==> src/rtl/mult_sched_pkg.sv <==
// mult_sched_pkg
//   Shared widths and pipeline-stage record types for the shared-multiplier
//   scheduler. The ID fields are sized for the largest supported requester
//   count. The top level narrows them to its own ID width.
package mult_sched_pkg;

  localparam int OP_W     = 8;
  localparam int PROD_W   = 16;
  localparam int MAX_REQ  = 8;
  localparam int MAX_ID_W = $clog2(MAX_REQ);

  // ISSUE stage: operands currently presented to the shared multiplier
  typedef struct packed {
    logic                     vld;
    logic [MAX_ID_W-1:0]      id;
    logic signed [OP_W-1:0]   a;
    logic signed [OP_W-1:0]   b;
  } iss_t;

  // RESULT stage: captured product waiting for the response consumer
  typedef struct packed {
    logic                     vld;
    logic [MAX_ID_W-1:0]      id;
    logic signed [PROD_W-1:0] z;
  } res_t;

endpackage

==> src/rtl/mult_share_sched_rr_arbiter.sv <==
// rr_arbiter
//   Round-robin arbiter. It grants the first asserted request at or above the
//   pointer, wrapping around. The pointer moves past the winner only when a
//   grant is issued.
// Ports:
//   i_clk, i_rst_n : clock, asynchronous active-low reset
//   i_req     [N]  : request vector
//   i_en           : grant permitted this cycle
//   o_gnt     [N]  : one-hot grant (zero when disabled or idle)
//   o_gnt_idx      : binary index of the granted requester
module rr_arbiter #(
  parameter int N     = 4,
  parameter int IDX_W = $clog2(N)
) (
  input  logic             i_clk,
  input  logic             i_rst_n,
  input  logic [N-1:0]     i_req,
  input  logic             i_en,
  output logic [N-1:0]     o_gnt,
  output logic [IDX_W-1:0] o_gnt_idx
);

  logic [IDX_W-1:0] r_ptr;
  logic [N-1:0]     w_rot;
  logic [N-1:0]     w_pick;
  logic [N-1:0]     w_gnt;

  // Rotate the requests so that the pointer position lands at bit 0. A plain
  // lowest-set-bit priority pick then gives the round-robin winner.
  assign w_rot = N'({i_req, i_req} >> r_ptr);

  generate
    for (genvar gi = 0; gi < N; gi++) begin : g_pick
      if (gi == 0) begin : g_first
        assign w_pick[gi] = w_rot[gi];
      end else begin : g_rest
        assign w_pick[gi] = w_rot[gi] & ~(|w_rot[gi-1:0]);
      end
    end
  endgenerate

  // Rotate the pick back into requester order (upper half of the doubled vector)
  assign w_gnt = i_en ? N'(({w_pick, w_pick} << r_ptr) >> N) : '0;
  assign o_gnt = w_gnt;

  always_comb begin
    o_gnt_idx = '0;
    for (int k = 0; k < N; k++) begin
      if (w_gnt[k]) o_gnt_idx = o_gnt_idx | IDX_W'(k);
    end
  end

  always_ff @(posedge i_clk or negedge i_rst_n) begin
    if (!i_rst_n) begin
      r_ptr <= '0;
    end else if (|w_gnt) begin
      r_ptr <= (o_gnt_idx == IDX_W'(N - 1)) ? '0 : o_gnt_idx + 1'b1;
    end
  end

endmodule

==> src/rtl/mult_share_sched.sv <==
// mult_share_sched
//   Shares one external combinational 8x8 signed multiplier among NUM_REQ
//   requesters. The design is a two-stage pipeline. ISSUE registers the granted
//   operands and drives the multiplier. RESULT captures the product and returns
//   it together with the requester ID.
// Ports:
//   i_clk, i_rst_n        : clock, asynchronous active-low reset
//   i_req_valid/a/b       : per-requester operand handshake and data
//   o_req_ready           : one-hot grant (transfer on valid & ready)
//   o_mul_a, o_mul_b      : registered operands to the shared multiplier
//   i_mul_z               : product returned by the multiplier
//   o_rsp_valid/id/z      : response channel, i_rsp_ready is its ready
module mult_share_sched
  import mult_sched_pkg::*;
#(
  parameter int NUM_REQ = 4,
  parameter int ID_W    = $clog2(NUM_REQ)
) (
  input  logic                             i_clk,
  input  logic                             i_rst_n,
  input  logic [NUM_REQ-1:0]               i_req_valid,
  input  logic [NUM_REQ-1:0][OP_W-1:0]     i_req_a,
  input  logic [NUM_REQ-1:0][OP_W-1:0]     i_req_b,
  output logic [NUM_REQ-1:0]               o_req_ready,
  output logic signed [OP_W-1:0]           o_mul_a,
  output logic signed [OP_W-1:0]           o_mul_b,
  input  logic signed [PROD_W-1:0]         i_mul_z,
  output logic                             o_rsp_valid,
  output logic [ID_W-1:0]                  o_rsp_id,
  output logic signed [PROD_W-1:0]         o_rsp_z,
  input  logic                             i_rsp_ready
);

  iss_t               r_iss;
  res_t               r_res;

  logic               w_rsp_pop;
  logic               w_res_free;
  logic               w_iss_adv;
  logic               w_iss_free;
  logic [NUM_REQ-1:0] w_gnt;
  logic [ID_W-1:0]    w_gnt_idx;

  // The free signals chain back from the consumer. This lets a pop, an
  // advance and a new grant all happen in one cycle with no bubble.
  assign w_rsp_pop  = r_res.vld & i_rsp_ready;
  assign w_res_free = ~r_res.vld | w_rsp_pop;
  assign w_iss_adv  = r_iss.vld & w_res_free;
  assign w_iss_free = ~r_iss.vld | w_iss_adv;

  rr_arbiter #(
    .N     (NUM_REQ),
    .IDX_W (ID_W)
  ) u_arb (
    .i_clk     (i_clk),
    .i_rst_n   (i_rst_n),
    .i_req     (i_req_valid),
    .i_en      (w_iss_free),
    .o_gnt     (w_gnt),
    .o_gnt_idx (w_gnt_idx)
  );

  assign o_req_ready = w_gnt;

  // ISSUE: the operands keep their last value when the stage empties, so the
  // multiplier inputs do not toggle while idle.
  always_ff @(posedge i_clk or negedge i_rst_n) begin
    if (!i_rst_n) begin
      r_iss <= '0;
    end else if (|w_gnt) begin
      r_iss.vld <= 1'b1;
      r_iss.id  <= MAX_ID_W'(w_gnt_idx);
      r_iss.a   <= i_req_a[w_gnt_idx];
      r_iss.b   <= i_req_b[w_gnt_idx];
    end else if (w_iss_adv) begin
      r_iss.vld <= 1'b0;
    end
  end

  // RESULT: id/z are loaded only on advance, so they stay stable under backpressure
  always_ff @(posedge i_clk or negedge i_rst_n) begin
    if (!i_rst_n) begin
      r_res <= '0;
    end else if (w_iss_adv) begin
      r_res.vld <= 1'b1;
      r_res.id  <= r_iss.id;
      r_res.z   <= i_mul_z;
    end else if (w_rsp_pop) begin
      r_res.vld <= 1'b0;
    end
  end

  assign o_mul_a     = r_iss.a;
  assign o_mul_b     = r_iss.b;
  assign o_rsp_valid = r_res.vld;
  assign o_rsp_id    = ID_W'(r_res.id);
  assign o_rsp_z     = r_res.z;

endmodule
==> config.mk <==
export PLATFORM = sky130hd
export DESIGN_NAME = mult_share_sched
export DESIGN_NICKNAME = d
export VERILOG_FILES = /design/src/rtl/mult_sched_pkg.sv /design/src/rtl/mult_share_sched_rr_arbiter.sv /design/src/rtl/mult_share_sched.sv
export SDC_FILE = /design/constraint.sdc
export NUM_CORES = 1
export LEC_CHECK = 0
export ABC_AREA = 1
export BUFFER_PORTS_ARGS = -buffer_cell sky130_fd_sc_hd__buf_2
export CAP_MARGIN = 20
export CELL_PAD_IN_SITES_DETAIL_PLACEMENT = 0
export CELL_PAD_IN_SITES_GLOBAL_PLACEMENT = 2
export CORE_ASPECT_RATIO = 0.5
export CORE_MARGIN = 4
export CORE_UTILIZATION = 27
export DETAILED_ROUTE_END_ITERATION = 10
export GPL_TIMING_DRIVEN = 0
export PLACE_DENSITY = 0.95
export SETUP_SLACK_MARGIN = 0.1
export SLEW_MARGIN = 20
export SYNTH_ARGS = -nofsm -noshare
export SYNTH_HDL_FRONTEND = slang
export SYNTH_SLANG_ARGS = --single-unit
==> constraint.sdc <==
create_clock -name i_clk -period 3.1 [get_ports i_clk]
set_clock_uncertainty 0.2 [all_clocks]
set_input_delay 0.155 -clock i_clk [delete_from_list [all_inputs] [get_ports i_clk]]
set_output_delay 0.155 -clock i_clk [all_outputs]
set_load 0.05 [all_outputs]
==> run_results.csv <==
group,metric,value,unit
setup_path,cp_top_family,"buffers and inverters",
routing,post_drt_wl_per_cell,12.4,um
cts,cts.sinks,40,
global_route,track_usage,0.132,
setup_path,worst_ep_arrival_time,2.27,ns
yosys,synthCells,392,
setup_path,path_cells,"buf_4 > inv_4 > nand3_2 > nand3_2 > nand2_1 > a21oi_1 > nand2_2 > buf_2 > inv_1 > buf_2",
finish,diodes,0,
yosys,yosysUniqueCellTypes,25,
yosys,yosys-top-cells-area,"dfrtp_1 (35%), nand2_1 (16%), nand3_1 (9.9%)",
timing,worstMarginPinSlew,0.903,ns
cts,cts_setup_buffers,0,
setup_path,startpoint_type,"flip-flop",
floorplanning,rows,26,
routing,wirelength,8450,um
yosys,synth_top_area_share,0.354,
setup_path,critPathSlowestCell,"dfrtp_1",
setup_path,crit_buf_inv,5,
routing,ant_nets,0,
cts,root_buffer,"clkbuf_16",
cts,clk_path_buf_depth,2,
routing,dr.pass1.iters,4,
setup_path,cp_max_fo,10,
cts,cts_tree,"yes",
floorplanning,start_util,0.277,
finish,drive_gt1_frac,0.400,
yosys,ys.warnings.count,0,
cts,clkLatencyLatePin,0.28,ns
global_route,grt_start_max_net_pins,41,
routing,dr.first_iter.drc_count,180,
yosys,syn_area,2830,sq um
timing,final_hold_viol_count,0,
finish,layout.nets,629,
outcome,status,"finished clean",
timing,relSlewSlack,0.398,
floorplanning,core,10200,sq um
yosys,synth_seq_cells,40,
yosys,avgSynthCellArea,7.21,sq um
timing,finalMaxSlewViolations,0,
routing,post_drt_via_cell_ratio,4.09,
timing,finalCriticalPeriod,2.62,ns
place,numPortBuffers,125,
cts,cts_max_level,2,
global_route,grt_pass1_vias,2616,
cts,ctsResizeCount,0,
routing,drc_errors,0,
floorplanning,dieArea,12300,sq um
yosys,synth_area_leader_cell,"dfrtp_1",
routing,num_vias,2794,
setup_path,crit_path_end_kind,"output pin",
hold_path,hold_path.class,"in2reg",
yosys,ys_seq_area_frac,0.354,
global_route,antenna_found_initial,0,
setup_path,max_stage_delay,0.36,ns
timing,fmax,0.381,GHz
timing,rsz0062_at_grt,"false",
setup_path,crit_type,"reg2out",
timing,period_share,0.846,
setup_path,cp_data_required_time,2.74,ns
place,place.gp.congestion,0.788,
timing,finalSetupTns,0,ns
timing,setup_violations,0,
flow_run,maxCapViolations,0,
global_route,grt.overflow.total,0,
cts,cts_buffers,5,
floorplanning,chipWidth,153,um
yosys,synth_fp_nets,479,
floorplanning,ios,126,
cts,path_clk_slew,0.06,ns
floorplanning,die_h,80.4,um
global_route,grt_pass1_wl,13100,um
place,hpwlAfterDp,6650,um
finish,areaGrowthSynthToFinish,40.2,%
logic make-up (layout without fill, tap and decap cells):
kind of cell,after synthesis,count (layout),share of synthesized area
muxes,16,16,0.0637
AOI/OAI and AO/OA,8,8,0.0159
and+or+nand+nor,217,217,0.370
DFF,40,40,0.354
buffers and inverters,111,262,0.196
timing repair:
action | 4_1_cts | 5_1_grt
setup endpoints to repair | 0 | 0
hold endpoints to repair | 57 | 0
hold buffers | 18 | 0
tightest hold or removal path: stages:
cell,delay (ns)
buf_2,0.08
inv_1,0.03
nand2_1,0.05
nand3_1,0.06
nand2_1,0.07
nand2_1,0.05
nand2_1,0.05
synthesized netlist by cell type (all sizes together):
master,instances
a31oi,1
o21ai,5
a21oi,2
nand2,145
dfrtp,40
clkbuf,2
mux2,16
nand4,3
nor2,4
buf,30
nand3,65
inv,79
per-stage QoR:
step	hold slack [ns]	cell area (sq um)	utilization	worst slack [ns]	std cells
6_report	0.0785	3960	0.388	0.477	683
4_1_cts	0.0773	3960	0.388	0.466	683
2_1_floorplan	-0.341	2830	-	0.825	392
5_1_grt	0.103	3960	0.388	0.346	683
3_5_place_dp	0.143	3630	0.355	0.749	657
3_3_place_gp	0.128	3630	0.355	0.738	657
registers in the layout, indices dropped and copies added (netlist names):
name / cells
o_mul_a: 8
o_rsp_valid: 1
r_iss: 3
o_rsp_id: 2
u_arb.r_ptr: 2
o_mul_b: 8
o_rsp_z: 16
final timing paths:
kind / end / cells after the start / start / slack, ns
hold reg to reg: o_rsp_valid / 2 / r_iss[19] / 0.28
setup reg to reg: o_mul_a[7] / 14 / u_arb.r_ptr[1] / 0.73
max in group asynchronous: o_rsp_id[0] / 2 / i_rst_n / 1.79
setup / recovery: o_req_ready[1] / 10 / u_arb.r_ptr[1] / 0.48
hold / removal: o_mul_b[2] / 7 / i_req_b[26] / 0.08
min in group asynchronous: o_rsp_z[4] / 2 / i_rst_n / 0.35
layer usage:
layer | up-vias | GRT usage | wire, um
li1 | 1473 | - | -
met1 | 1261 | 0.184 | 3980
met2 | 55 | 0.223 | 4120
met3 | 5 | 0.0145 | 291
met4 | 0 | 0.0240 | 55
met5 | - | 0 | 0
final cells by class:
| type | count | area, sq um |
|---|---|---|
| fillers | 1137 | 6250 |
| multi-input cells | 241 | 1270 |
| flip-flops and latches | 40 | 1000 |
| repair buffers | 143 | 806 |
| inverters | 79 | 307 |
| plain buffers | 32 | 248 |
| well taps | 140 | 175 |
| clock buffers | 6 | 139 |
| clock inverters | 2 | 15.0 |
placed cells by master (no fill, tap or decap), drive strengths merged:
master / count
a31oi: 1
inv: 79
dfrtp: 40
dlygate4sd3: 18
nand3: 65
nand2: 145
mux2: 16
buf: 155
nand4: 3
clkinvlp: 2
clkbuf: 8
a21oi: 2
o21ai: 5
nor2: 4
Power is left out: the tool's default activity adds up to more than one toggle a clock period on the data nets, which glitch-free logic cannot reach.
